==> src/rtl/cria_pkts_tx_pkg.sv <==
// Shared types and constants for the cria_pkts_tx packet emitter.
// Word layout of generated payload: k=0 timestamp, k>=1 {seq, 16'h0, k}.
package cria_pkts_tx_pkg;

    typedef enum logic [1:0] {
        StIdle,
        StHdr,
        StPayload,
        StGap
    } state_t;

    localparam logic [7:0]  CTRL_EOP_FULL     = 8'h01;
    localparam int unsigned PAYLOAD_IDX_WIDTH = 16;
    localparam int unsigned SEQ_WIDTH         = 32;
    localparam int unsigned TS_WIDTH          = 64;

endpackage

==> src/rtl/cria_pkts_tx_payload.sv <==
// Combinational payload word generator: selects the timestamp word or a
// sequence/index word and flags end-of-packet on the final payload word.
module cria_pkts_tx_payload
    import cria_pkts_tx_pkg::*;
#(
    parameter int unsigned NUM_WORDS_PAYLOAD = 8,
    parameter int unsigned CTRL_WIDTH        = 8
) (
    input  logic [PAYLOAD_IDX_WIDTH-1:0] k,
    input  logic [TS_WIDTH-1:0]          pkt_ts,
    input  logic [SEQ_WIDTH-1:0]         seq_num,
    output logic [63:0]                  word,
    output logic [CTRL_WIDTH-1:0]        ctrl,
    output logic                         last
);

    always_comb begin
        last = (k == PAYLOAD_IDX_WIDTH'(NUM_WORDS_PAYLOAD - 1));
        word = (k == '0) ? pkt_ts : {seq_num, 16'h0000, k};
        ctrl = last ? CTRL_WIDTH'(CTRL_EOP_FULL) : '0;
    end

endmodule

==> src/rtl/cria_pkts_tx.sv <==
// Packet emitter: streams upstream header words, then generated payload words.
// Optional burst limit via `define CRIA_PKTS_TX_MAX_PKTS_EN (adds max_pkts input).
module cria_pkts_tx
    import cria_pkts_tx_pkg::*;
#(
    parameter int unsigned DATA_WIDTH         = 64,
    parameter int unsigned CTRL_WIDTH         = DATA_WIDTH / 8,
    parameter int unsigned HEADER_LENGTH      = 7,
    parameter int unsigned HEADER_LENGTH_SIZE = $clog2(HEADER_LENGTH),
    parameter int unsigned NUM_WORDS_PAYLOAD  = 8,
    parameter int unsigned GAP_CYCLES         = 16
) (
    input  logic                          clk,
    input  logic                          reset,
    input  logic                          enable,
    output logic [HEADER_LENGTH_SIZE-1:0] header_word_number,
    input  logic [DATA_WIDTH-1:0]         header_data,
    input  logic [CTRL_WIDTH-1:0]         header_ctrl,
    output logic                          evt_pkt_sent,
    output logic [DATA_WIDTH-1:0]         out_data,
    output logic [CTRL_WIDTH-1:0]         out_ctrl,
    output logic                          out_wr,
`ifdef CRIA_PKTS_TX_MAX_PKTS_EN
    input  logic [31:0]                   max_pkts,
`endif
    input  logic                          out_rdy
);

    localparam int unsigned GapW = (GAP_CYCLES > 1) ? $clog2(GAP_CYCLES) : 1;

    state_t                          state, state_d;
    logic [HEADER_LENGTH_SIZE-1:0]   hwn_d;
    logic [PAYLOAD_IDX_WIDTH-1:0]    word_idx, word_idx_d;
    logic [GapW-1:0]                 gap_cnt, gap_cnt_d;
    logic [TS_WIDTH-1:0]             timestamp, pkt_ts;
    logic [SEQ_WIDTH-1:0]            seq_num;
    logic                            start, pkt_done, limit_hit;
    logic [63:0]                     payload_word;
    logic [CTRL_WIDTH-1:0]           payload_ctrl;
    logic                            payload_last;

    cria_pkts_tx_payload #(
        .NUM_WORDS_PAYLOAD (NUM_WORDS_PAYLOAD),
        .CTRL_WIDTH        (CTRL_WIDTH)
    ) u_payload (
        .k       (word_idx),
        .pkt_ts  (pkt_ts),
        .seq_num (seq_num),
        .word    (payload_word),
        .ctrl    (payload_ctrl),
        .last    (payload_last)
    );

`ifdef CRIA_PKTS_TX_MAX_PKTS_EN
    logic [31:0] burst_cnt;

    // Counted at the last write, so the limit is already visible in the next IDLE cycle.
    always_ff @(posedge clk or negedge reset) begin
        if (!reset) begin
            burst_cnt <= '0;
        end else if (!enable) begin
            burst_cnt <= '0;
        end else if (pkt_done) begin
            burst_cnt <= burst_cnt + 32'd1;
        end
    end

    assign limit_hit = (max_pkts != 32'd0) && (burst_cnt >= max_pkts);
`else
    assign limit_hit = 1'b0;
`endif

    always_comb begin
        state_d    = state;
        hwn_d      = header_word_number;
        word_idx_d = word_idx;
        gap_cnt_d  = gap_cnt;
        out_data   = '0;
        out_ctrl   = '0;
        out_wr     = 1'b0;
        start      = 1'b0;
        pkt_done   = 1'b0;
        unique case (state)
            StIdle: begin
                hwn_d = '0;
                if (enable && !limit_hit) begin
                    start   = 1'b1;
                    state_d = StHdr;
                end
            end
            StHdr: begin
                out_data = header_data;
                out_ctrl = header_ctrl;
                out_wr   = out_rdy;
                if (out_rdy) begin
                    if (header_word_number == HEADER_LENGTH_SIZE'(HEADER_LENGTH - 1)) begin
                        hwn_d      = '0;
                        word_idx_d = '0;
                        state_d    = StPayload;
                    end else begin
                        hwn_d = header_word_number + 1'b1;
                    end
                end
            end
            StPayload: begin
                out_data = DATA_WIDTH'(payload_word);
                out_ctrl = payload_ctrl;
                out_wr   = out_rdy;
                if (out_rdy) begin
                    if (payload_last) begin
                        pkt_done  = 1'b1;
                        gap_cnt_d = '0;
                        state_d   = (GAP_CYCLES == 0) ? StIdle : StGap;
                    end else begin
                        word_idx_d = word_idx + 1'b1;
                    end
                end
            end
            StGap: begin
                if (gap_cnt == GapW'(GAP_CYCLES - 1)) begin
                    state_d = StIdle;
                end else begin
                    gap_cnt_d = gap_cnt + 1'b1;
                end
            end
            default: state_d = StIdle;
        endcase
    end

    always_ff @(posedge clk or negedge reset) begin
        if (!reset) begin
            state              <= StIdle;
            header_word_number <= '0;
            word_idx           <= '0;
            gap_cnt            <= '0;
            timestamp          <= '0;
            pkt_ts             <= '0;
            seq_num            <= '0;
            evt_pkt_sent       <= 1'b0;
        end else begin
            state              <= state_d;
            header_word_number <= hwn_d;
            word_idx           <= word_idx_d;
            gap_cnt            <= gap_cnt_d;
            timestamp          <= timestamp + 64'd1;
            evt_pkt_sent       <= pkt_done;
            if (start) begin
                pkt_ts <= timestamp;
            end
            if (pkt_done) begin
                seq_num <= seq_num + 32'd1;
            end
        end
    end

endmodule
==> config.mk <==
export PLATFORM = sky130hd
export DESIGN_NAME = cria_pkts_tx
export DESIGN_NICKNAME = d
export VERILOG_FILES = /design/src/rtl/cria_pkts_tx_pkg.sv /design/src/rtl/cria_pkts_tx_payload.sv /design/src/rtl/cria_pkts_tx.sv
export SDC_FILE = /design/constraint.sdc
export NUM_CORES = 1
export LEC_CHECK = 0
export CORE_UTILIZATION = 35
export DETAILED_ROUTE_END_ITERATION = 16
export DONT_BUFFER_PORTS = 1
export MAX_ROUTING_LAYER = met4
export PLACE_DENSITY = 0.52
export SLEW_MARGIN = 15
export SYNTH_ARGS = -nofsm -noshare
export SYNTH_HDL_FRONTEND = slang
export SYNTH_HIERARCHICAL = 1
export SYNTH_SLANG_ARGS = --single-unit
==> constraint.sdc <==
create_clock -name clk -period 6.3 [get_ports clk]
set_clock_uncertainty 0.2 [all_clocks]
set_input_delay 1.575 -clock clk [delete_from_list [all_inputs] [get_ports clk]]
set_output_delay 1.575 -clock clk [all_outputs]
set_load 0.01 [all_outputs]
======== Word level (Yosys, flattened, before mapping) ========
Index checks and enable logic that the tools add are counted.
W data, S select, Z words.
storage, ports and cells
  flip-flop bits (word level) ............. 186
  bits of input ports ..................... 76
  output and inout bits ................... 77
  logic and storage cells ................. 66
operators by class
  add/subtract/negate cells ............... 5
  eq/ne operators ......................... 14
  multiplexer cells ....................... 29
  reductions and logical operators ........ 10
operators with widths
  cell                     count
  $pmux W64 S2             1
  $add A64 B1 Y64 const B  1
  $mux W16                 4
  $mux W64                 1
  $add A32 B1 Y32 const B  1
  $pmux W16 S2             1
  $add A16 B1 Y16 const B  1
  $eq A16 B3 Y1 const B    1
  $logic_not A16 Y1        1
  $ne A2 B2 Y1 const B     8
  $pmux W8 S2              1
  $mux W2                  6
  $mux W4                  3
  $pmux W2 S4              1
  $pmux W4 S2              1
  $mux W1                  7
  $mux W3                  2
  $pmux W3 S2              1
  $reduce_and A6 Y1        1
  $reduce_bool A2 Y1       3
  $reduce_and A5 Y1        1
  $add A4 B1 Y4 const B    1
  $eq A2 B2 Y1 const B     2
  $eq A4 B4 Y1 const B     1
  7 further kinds          7

======== Longest topological paths before layout ========
  depth in word-level cells ............... 4
  mapped depth ............................ 11
  mapped depth without buffers ............ 9

======== Cells and area by module ========
Netlist, hierarchy kept.
by module, submodules not included
  module                instances  cells each  area an instance (um^2)  seq. area each (um^2)
  cria_pkts_tx          1          857         9168.8                   4654.5
  cria_pkts_tx_payload  1          91          775.7                    0.0

======== Worst setup path before layout ========
No wires, ideal clock.
  kind .................................... reg2out
  start ................................... register word_idx[10]
  end ..................................... output port out_data[36]
  data arrival time ....................... 2598 ps
  required time ........................... 4525 ps
  setup slack ............................. 1927 ps
  stages on the path, launching flop included .. 8
  path buffers ............................ 1
  cell sequence ........................... dfrtp_1 or4_1 or4_4 nor4_4 buf_6 mux2_2 a22oi_1 nor2b_1
between the ends
  cells in the longest elaborated chain, start to end .. 3
ends and longest elaborated chain
  item                      line                        source
  start: declaration        cria_pkts_tx.sv:33          logic [PAYLOAD_IDX_WIDTH-1:0] word_idx, word_idx_d;
  start signal: assignment  cria_pkts_tx.sv:143         word_idx <= word_idx_d;
  $logic_not A16 Y1         cria_pkts_tx_payload.sv:19  word = (k == '0) ? pkt_ts : {seq_num, 16'h0000, k};
  $mux W64                  cria_pkts_tx_payload.sv:19
  via payload_word[36]      cria_pkts_tx.sv:38          logic [63:0] payload_word;
  $pmux W64 S2              cria_pkts_tx.sv:83          unique case (state)
  end: declaration          cria_pkts_tx.sv:20          output logic [DATA_WIDTH-1:0] out_data,
The timed path passes the listed nets, and every way through them passes these cells.

======== Worst setup path in the final report ========
  start ................................... register word_idx[10]
  end ..................................... output port out_data[44]
Same word-level chain as after synthesis.

==> results.cfg <==
[yosys]
synth.distinct_cells = 54
synthCells = 948
synth-warning-count = 6
ys_seq_area_frac = 0.468
netlist_area_um2 = 9940
synth_seq_cells = 186
syn_avg_cell_area_um2 = 10.5

[cells_and_area]
syn_to_final_growth_pct = 8.61
utilization = 0.388
mostFrequentLayoutCell = dfrtp_1
most-common-layout-cells = 186 x dfrtp_1, 91 x mux2_2, 72 x a22oi_1, 72 x nor2b_1
n_fill_cell = 2730
fin_nets = 1005
layout-drive-gt1-share = 0.156

[grt]
antenna_found_initial = 1
grt_usage = 0.176
grt_max_degree = 187
grt_pass1_vias = 6438
grt_pass1_wl_um = 38000
gr-total-overflow = 0

[cts]
post_cts_resized = 0
cts_buffers = 17
cts-root-buf = clkbuf_16
insertion_delay_ns = 0.44
cts_hold_buf = 0
cts_buffer_depth = 2
cts_max_level = 4
clk_pin_slew_ns = 0.07
cts_setup_buffers = 0
cts_tree = done
cts_num_sinks = 186

[power_and_ir_drop]
switching_share = 0.381
intPower_w = 0.00228
power_w = 0.00368
powerDensity_nw_per_um2 = 341
p_comb_frac = 0.355
switchingPower_w = 0.00140
seqPwrFrac = 0.360
p_leak_nw = 4.93
ir_drop_mv = 0.357
clkPwrFrac = 0.286

[floorplan]
die_w_um = 171
start_util = 0.357
dieArea_um2 = 29100
die_h_um = 171
io-pin-count = 153
rows = 61
core-area_um2 = 27900

[critical_path]
start_kind = flip-flop
path_max_fanout = 59
path_class = reg2out
cp.required_ns = 4.53
r2r_start = state[0]
arrival_ns = 3.66
cp-end-kind = primary output
reg2reg_depth = 8
worstReg2RegEnd = seq_num[31]
r2r_slack_ns = 2.77
cp-startpoint = word_idx[10]

[sta]
setup-violations-final = 0
worst-slew-pin-transition_ns = 1.11
timing.setup.tns_ns = 0
slew_violations = 0
worst_slack_ns = 0.865
rsz0062_at_grt = no
whs_ns = 0.271
relSlewSlack = 0.263
finalHoldViolCount = 0
fin_crit_sh = 0.863
fin_crit_ns = 5.43
max_freq_mhz = 184

[route]
drc = 0
viasPerCell = 5.22
drtIter0Drc = 556
avgRoutedWirePerCell_um = 18.5
dr.pass1.iters = 4
drtAntennaViolNets = 0
vias = 6847
drt_wl_total_um = 24200

[hold_path]
hold_depth = 1
hold_path_end = seq_num[31]
min_path_type = reg2reg
hold_start = seq_num[31]

[placement]
portBuffers = 0
hpwlAfterDp_um = 17000
place.gp.congestion = 0.852
dp_slack_ns = 1.33

[status]
status = complete, no violations

[job]
drv_cap = 0
[cells in the mapped netlist, drive strengths merged]
master	n	area share
xor2	39	0.034
or2	4	0.0025
nor2	42	0.016
conb	1	0.00038
nand2b	2	0.0013
a32oi	1	0.00088
nor4	12	0.014
o22ai	4	0.0025
o221ai	1	0.00088
o31ai	1	0.00076
a221oi	1	0.00088
or4	2	0.0019
clkbuf	37	0.014
buf	21	0.014
inv	21	0.0079
ha	9	0.011
nand3	46	0.024
o21ai	18	0.0091
and2	20	0.013
nor2b	72	0.045
o41ai	1	0.00088
or3	3	0.0019
o32ai	2	0.0018
nand2	61	0.023
a41oi	1	0.00088
a21o	16	0.012
a21oi	8	0.0040
dfrtp	186	0.47
a22o	2	0.0018
and3b	1	0.00088
mux2	91	0.10
nor3	23	0.012
a31o	1	0.00088
a22oi	72	0.054
mux2i	5	0.0050
xnor2	60	0.053
and3	19	0.012
nand4	32	0.022
a211oi	1	0.00076
o2111ai	1	0.00088
o211a	1	0.0010
and4	5	0.0044
o2111a	1	0.0011
nand3b	1	0.00076
[kinds of logic after synthesis]
| family | count (synthesis) | synth area share |
|---|---|---|
| flip-flops | 186 | 0.468 |
| other | 1 | 0.000377 |
| buffers and inverters | 79 | 0.0357 |
| AO/OA/AOI/OAI | 133 | 0.0954 |
| adder cells (fa/ha/maj) | 9 | 0.0113 |
| XOR/XNOR | 99 | 0.0872 |
| multiplexers | 96 | 0.108 |
| AND/OR/NAND/NOR | 345 | 0.194 |
[cell type report]
type | instances | area, um^2 | share of cell area
flip-flops and latches | 186 | 4650 | 0.431
well taps | 378 | 473 | 0.0438
repair buffers | 5 | 37.5 | 0.00348
clock buffers | 17 | 425 | 0.0394
multi-input cells | 689 | 4980 | 0.461
diodes | 1 | 2.50 | 0.000232
inverters | 21 | 78.8 | 0.00730
clock inverters | 15 | 151 | 0.0140
[sequential cells by signal, indices dropped and copies added (netlist names)]
signal              count
timestamp              64
seq_num                32
word_idx               16
evt_pkt_sent            1
pkt_ts                 64
header_word_number      3
state                   2
gap_cnt                 4
[through the flow]
step                instance area [um^2]  instances
detailed placement                 10200       1279
global placement                   10200       1279
CTS                                10800       1311
floorplan                           9970        954
finish                             10800       1312
global route                       10800       1312
[power groups by stage]
| stage | Sequential (W) | Clock, W | Combinational (W) |
|---|---|---|---|
| 4_1_cts | 0.00132 | 0.00108 | 0.00132 |
| 3_3_place_gp | 0.00134 | 0 | 0.00132 |
| 2_1_floorplan | 0.00132 | 0 | 0.00109 |
| 6_report | 0.00132 | 0.00105 | 0.00131 |
| 5_1_grt | 0.00134 | 0.00113 | 0.00143 |
| 3_5_place_dp | 0.00135 | 0 | 0.00132 |
[per-layer routing]
| layer | vias up | wire length, um | GRT usage |
|---|---|---|---|
| met4 | 0 | 357 | 0.0482 |
| met5 | - | 0 | - |
| met2 | 130 | 11500 | 0.269 |
| li1 | 3301 | - | - |
| met3 | 27 | 900 | 0.0287 |
| met1 | 3389 | 11500 | 0.243 |
[critical path, cell delays in order (launching register included)]
cell     delay (ns)
dfrtp_1        0.44
or4_1          0.57
or4_4          0.46
nor4_4         0.34
buf_4          0.64
mux2_2         0.41
a22oi_1        0.20
nor2b_1        0.11
[how the worst max path moves through the flow]
stage	slack (ns)	cells past startpoint	to
finish	0.87	7	out_data[44]
floorplan	1.93	7	out_data[36]
CTS	0.84	7	out_data[61]
global route	0.69	7	out_data[48]
global placement	1.37	7	out_data[61]
detailed placement	1.33	7	out_data[61]
Power figures use the tool's default switching activity.
==> RTL edit 1, RTL diff (same settings) <==
The parameter `DATA_WIDTH` goes from 64 to 56.
--- a/src/rtl/cria_pkts_tx.sv
+++ b/src/rtl/cria_pkts_tx.sv
@@ -3,7 +3,7 @@
 module cria_pkts_tx
     import cria_pkts_tx_pkg::*;
 #(
-    parameter int unsigned DATA_WIDTH         = 64,
+    parameter int unsigned DATA_WIDTH         = 56,
     parameter int unsigned CTRL_WIDTH         = DATA_WIDTH / 8,
     parameter int unsigned HEADER_LENGTH      = 7,
     parameter int unsigned HEADER_LENGTH_SIZE = $clog2(HEADER_LENGTH),
Ports: changed (resized header_ctrl, header_data, out_ctrl and out_data); port bits go from 153 to 135. No check against the original RTL was run, so the function may have changed too.
==> RTL edit 1 against the original RTL <==
- critical path type unchanged
- area after synthesis decreased by 11%
- setup slack improved by 0.23 ns
- maximum frequency increased by 4.4%
- global-route usage increased by 0.18 points
- final area decreased by 11%
- routed wire length decreased by 10%
- sequential cell count decreased by 24
- power decreased by 8.6%
- worst hold slack improved by 0.010 ns
==> RTL edit 1: results (changes against the original RTL) <==
run status finished, final reports clean (unchanged); pre-CTS setup slack 1.560 ns (was 1.328 ns); P_leak 4.434 nW (was 4.929 nW); first-pass GRT wire length 34.39 mm (was 37.96 mm); CTS Buf Count 17 (unchanged); clock slew at reported path FFs 0.07 ns (about the same); vias per cell 5.257 (was 5.219); CTS Root Buffer Type clkbuf_16 (unchanged); Final nets 912 (was 1005); Worst-Margin Slew 1.010 ns (was 1.106 ns); Critical Path AT 3.43 ns (was 3.66 ns); HP Class reg2reg (unchanged); biggest regs pkt_ts x56, timestamp x56, seq_num x24 (was pkt_ts x64, timestamp x64, seq_num x32); Switching Fraction 36.65% (was 38.12%); YS warnings 6 (unchanged); layout cells sized above 1 15.67% (was 15.65%); CP peak stage delay 0.58 ns (was 0.64 ns); postcts setup bufs 0 (unchanged); Detail Placement HPWL 15.35 mm (was 16.99 mm); final global-route overflow total 0 (unchanged); total track usage 17.82% (was 17.65%); DR iter-0 viols 364 (was 556); crit path max fanout 54 (was 59); Max VDD drop 0.2435 mV (was 0.3567 mV); initial antenna violation count 0 (was 1); H-tree depth 4 (unchanged); TritonRoute pass-1 iters 5 (was 4); Fillers 2393 (was 2730); vias in the first global route 5822 (was 6438); Placed Area 9071 sq um (was 10220 sq um); latest clock arrival within the worst-skew pair between 0.4 and 0.5 ns; Clock Tree Buf Depth 2 (unchanged); crit path max-delay cell type or4_1 (was buf_4); Antenna Cells 0 (was 1); gpl congestion 0.8059 (was 0.8521); drt total wl 21.77 mm (was 24.21 mm); cts repair resizes 0 (unchanged); IO Port Bufs 0 (unchanged); largest net degree at the start of global routing 163 (was 187)
==> RTL edit 1: cell types whose count changed in the layout (fill, tap and decap cells not counted), sizes merged, moves of 4 or more <==
| cell | before | now |
|---|---|---|
| dfrtp | 186 | 162 |
| a22oi | 72 | 63 |
| nor2b | 72 | 64 |
| inv | 31 | 23 |
| xnor2 | 60 | 41 |
| mux2 | 91 | 76 |
| nand2 | 61 | 67 |
| nand3 | 46 | 37 |
| nand4 | 32 | 28 |
==> RTL edit 1: cell type report <==
cell class | instances | share of cell area, %
Tap cell | 324 | 4.195
Clock buffer | 18 | 4.545
Multi-Input combinational cell | 631 | 46.60
Clock inverter | 14 | 1.580
Timing Repair Buffer | 5 | 0.3884
Inverter | 19 | 0.7381
Sequential cell | 162 | 41.95
==> RTL edit 1: metrics by stage <==
| stage | instances | utilization, % | hold slack, ns | power, mW |
|---|---|---|---|---|
| floorplan | 863 | - | 0.2411 | 2.148 |
| global route | 1173 | 39.39 | 0.3126 | 3.555 |
| global placement | 1141 | 36.97 | 0.2675 | 2.354 |
| CTS | 1173 | 39.39 | 0.2754 | 3.406 |
| finish | 1173 | 39.39 | 0.2807 | 3.366 |
| detailed placement | 1141 | 36.97 | 0.2627 | 2.354 |
==> RTL edit 1: worst paths after layout <==
| kind | startpoint | to | slack [ns] | cells after the start |
|---|---|---|---|---|
| worst max-delay path | word_idx[10] | out_data[37] | 1.10 | 7 |
| worst min-delay path | seq_num[23] | seq_num[23] | 0.28 | 1 |
| worst max register to register | word_idx[10] | seq_num[21] | 2.75 | 9 |
| worst min register to register | seq_num[23] | seq_num[23] | 0.28 | 1 |
| max in group asynchronous | reset | evt_pkt_sent | 4.95 | 0 |
| min in group asynchronous | reset | pkt_ts[19] | 0.65 | 0 |
==> RTL edit 1: power by group through the flow <==
stage               Clock (mW)  Sequential, mW  Combinational [mW]
CTS                       1.07            1.16                1.18
floorplan                    0            1.16               0.991
global placement             0            1.18                1.18
detailed placement           0            1.18                1.18
finish                    1.04            1.16                1.17
global route              1.11            1.17                1.28
==> RTL edit 1: worst max-delay path, delay by kind of cell, from the launching register on <==
family,cells,cell delay (ns)
compound gates,1,0.19
flops,1,0.43
mux,1,0.41
simple gates,4,1.37
buf+inv,1,0.55
==> RTL edit 1: per-layer routing <==
| metal | track usage (%) | part of all wire [%] |
|---|---|---|
| met5 | - | 0 |
| met4 | 4.588 | 1.0 |
| met3 | 3.801 | 3.5 |
| met2 | 25.33 | 44 |
| met1 | 25.61 | 52 |
==> RTL edit 2, RTL diff (same settings) <==
Made on the original files. Encoding of `state_t`: now one-hot (4 bits for 4 states).
--- a/src/rtl/cria_pkts_tx_pkg.sv
+++ b/src/rtl/cria_pkts_tx_pkg.sv
@@ -2,11 +2,11 @@
 // Word layout of generated payload: k=0 timestamp, k>=1 {seq, 16'h0, k}.
 package cria_pkts_tx_pkg;
 
-    typedef enum logic [1:0] {
-        StIdle,
-        StHdr,
-        StPayload,
-        StGap
+    typedef enum logic [3:0] {
+        StIdle    = 4'b0001,
+        StHdr     = 4'b0010,
+        StPayload = 4'b0100,
+        StGap     = 4'b1000
     } state_t;
 
     localparam logic [7:0]  CTRL_EOP_FULL     = 8'h01;
Formal check against the unedited RTL: no difference found for any inputs over 10 cycles, from zero or initial values and one cycle with reset low; not proved beyond that.
==> RTL edit 2 against the original RTL <==
- worst hold slack better by 0.0075 ns
- area after synthesis is 2.5% lower
- final cell count down 5.1%
- setup slack improved by 0.44 ns
- sequential cell count is 2 higher
- routed wire length down 8.5%
- final area shrank 1.7%
- global-route usage shrank 1.1 points
Power is not compared: it rests on default switching activity, and its combinational part moved more than twofold at a synthesized area within 25%.
==> RTL edit 2: results (changes against the original RTL) <==
pre-CTS setup slack 1.779 ns (was 1.328 ns); met1 Use GR 22.67% (was 24.26%); Critical Path AT 3.22 ns (was 3.66 ns); postcts setup bufs 0 (unchanged); TritonRoute pass-1 iters 4 (unchanged); cts repair resizes 0 (unchanged); YS warnings 6 (unchanged); M3 GR Usage 3.320% (was 2.868%); Final nets 941 (was 1005); r2r endpoint seq_num[26] (was seq_num[31]); post-synthesis cell type count 55 (was 54); most instantiated cells after synthesis 187 x dfrtp_1, 91 x mux2_2, 73 x a22o_1, 65 x xnor2_1, 50 x nand2_1 (was 186 x dfrtp_1, 91 x mux2_2, 72 x a22oi_1, 72 x nor2b_1, 61 x nand2_1); Min-Delay Endpoint seq_num[31] (unchanged); run status finished, final reports clean (unchanged); Synth area leaders dfrtp_1 48%, mux2_2 11%, a22o_1 6.6%, xnor2_1 5.9%, xor2_1 3.2% (was dfrtp_1 47%, mux2_2 10%, a22oi_1 5.4%, xnor2_1 5.3%, nor2b_1 4.5%); initial antenna violation count 0 (was 1); total track usage 16.57% (was 17.65%); drt total wl 22.17 mm (was 24.21 mm); Fillers 2615 (was 2730); first-pass GRT wire length 35.32 mm (was 37.96 mm); largest net degree at the start of global routing 189 (was 187); CTS Root Buffer Type clkbuf_16 (unchanged); GRT met2 Usage 25.29% (was 26.87%); IO Port Bufs 0 (unchanged); Antenna Cells 0 (was 1); Worst-Margin Slew 1.022 ns (was 1.106 ns); Detail Placement HPWL 15.18 mm (was 16.99 mm); hold path cells 1 (unchanged); DR iter-0 viols 454 (was 556); HP Class reg2reg (unchanged); gpl congestion 0.7909 (was 0.8521); cell count of the worst reg-to-reg path 9 (was 8); reg-to-reg startpoint word_idx[10] (was state[0]); Reg2Reg Setup Slack 2.71 ns (was 2.77 ns); crit path max fanout 29 (was 59); vias in the first global route 6110 (was 6438); part of the Yosys area used for sequential elements 48.53% (was 46.80%); layout cells sized above 1 18.10% (was 15.65%); vias per cell 5.208 (was 5.219)
## RTL edit 2: metal layers
metal | wire length, um | vias up | part of all wire [%]
met1 | 10970 | 3207 | 50
met4 | 159 | 0 | 0.72
li1 | - | 3139 | -
met2 | 10210 | 127 | 46
met3 | 827 | 11 | 3.7
met5 | 0 | - | 0
## RTL edit 2: how the worst max path moves through the flow
stage | start | to | slack, ns | depth (start not counted)
floorplan | word_idx[10] | out_data[32] | 1.97 | 6
global placement | word_idx[10] | out_data[45] | 1.80 | 6
detailed placement | word_idx[10] | out_data[55] | 1.78 | 6
CTS | word_idx[10] | out_data[55] | 1.29 | 6
global route | word_idx[10] | out_data[55] | 1.17 | 6
finish | word_idx[10] | out_data[55] | 1.31 | 6
## RTL edit 2: area by class of cell
cell class	instances	area, sq um	area share (%)
Inverter	18	67.56	0.6366
Timing Repair Buffer	12	90.09	0.8489
Clock buffer	19	442.9	4.174
Sequential cell	188	4706	44.34
Clock inverter	12	113.9	1.073
Tap cell	372	465.4	4.386
Multi-Input combinational cell	624	4727	44.54
## RTL edit 2: logic make-up (layout without fill, tap and decap cells)
group	Yosys count	in the layout	synth area share, %
buf+inv	67	61	3.342
xor+xnor	100	100	9.032
compound gates	132	132	10.30
fa+ha+maj	4	4	0.5161
mux	92	92	10.67
flops	188	188	48.53
other cells	1	7	0.03867
simple gates	289	289	17.57
## RTL edit 2: critical path, cell delays in order, from the launching register on
cell	delay [ns]
dfrtp_1	0.43
or4_1	0.57
or4_4	0.46
nor4_4	0.26
buf_4	0.41
mux2_2	0.40
a22o_1	0.24
## RTL edit 2: power breakdown
group | internal [mW] | switching, mW
Sequential | 1.24 | 0.0439
Combinational | 0.167 | 0.236
Clock | 0.558 | 0.487
Total | 1.96 | 0.766
## RTL edit 2: through the flow
step	hold slack (ns)	power [mW]	cells	instance area, sq um
after detailed placement	0.2719	1.716	1214	10060
final	0.2781	2.729	1245	10610
after global routing	0.2978	2.848	1245	10610
after global placement	0.2580	1.712	1214	10060
after CTS	0.2873	2.767	1245	10610
after floorplan	0.2378	1.628	879	9719
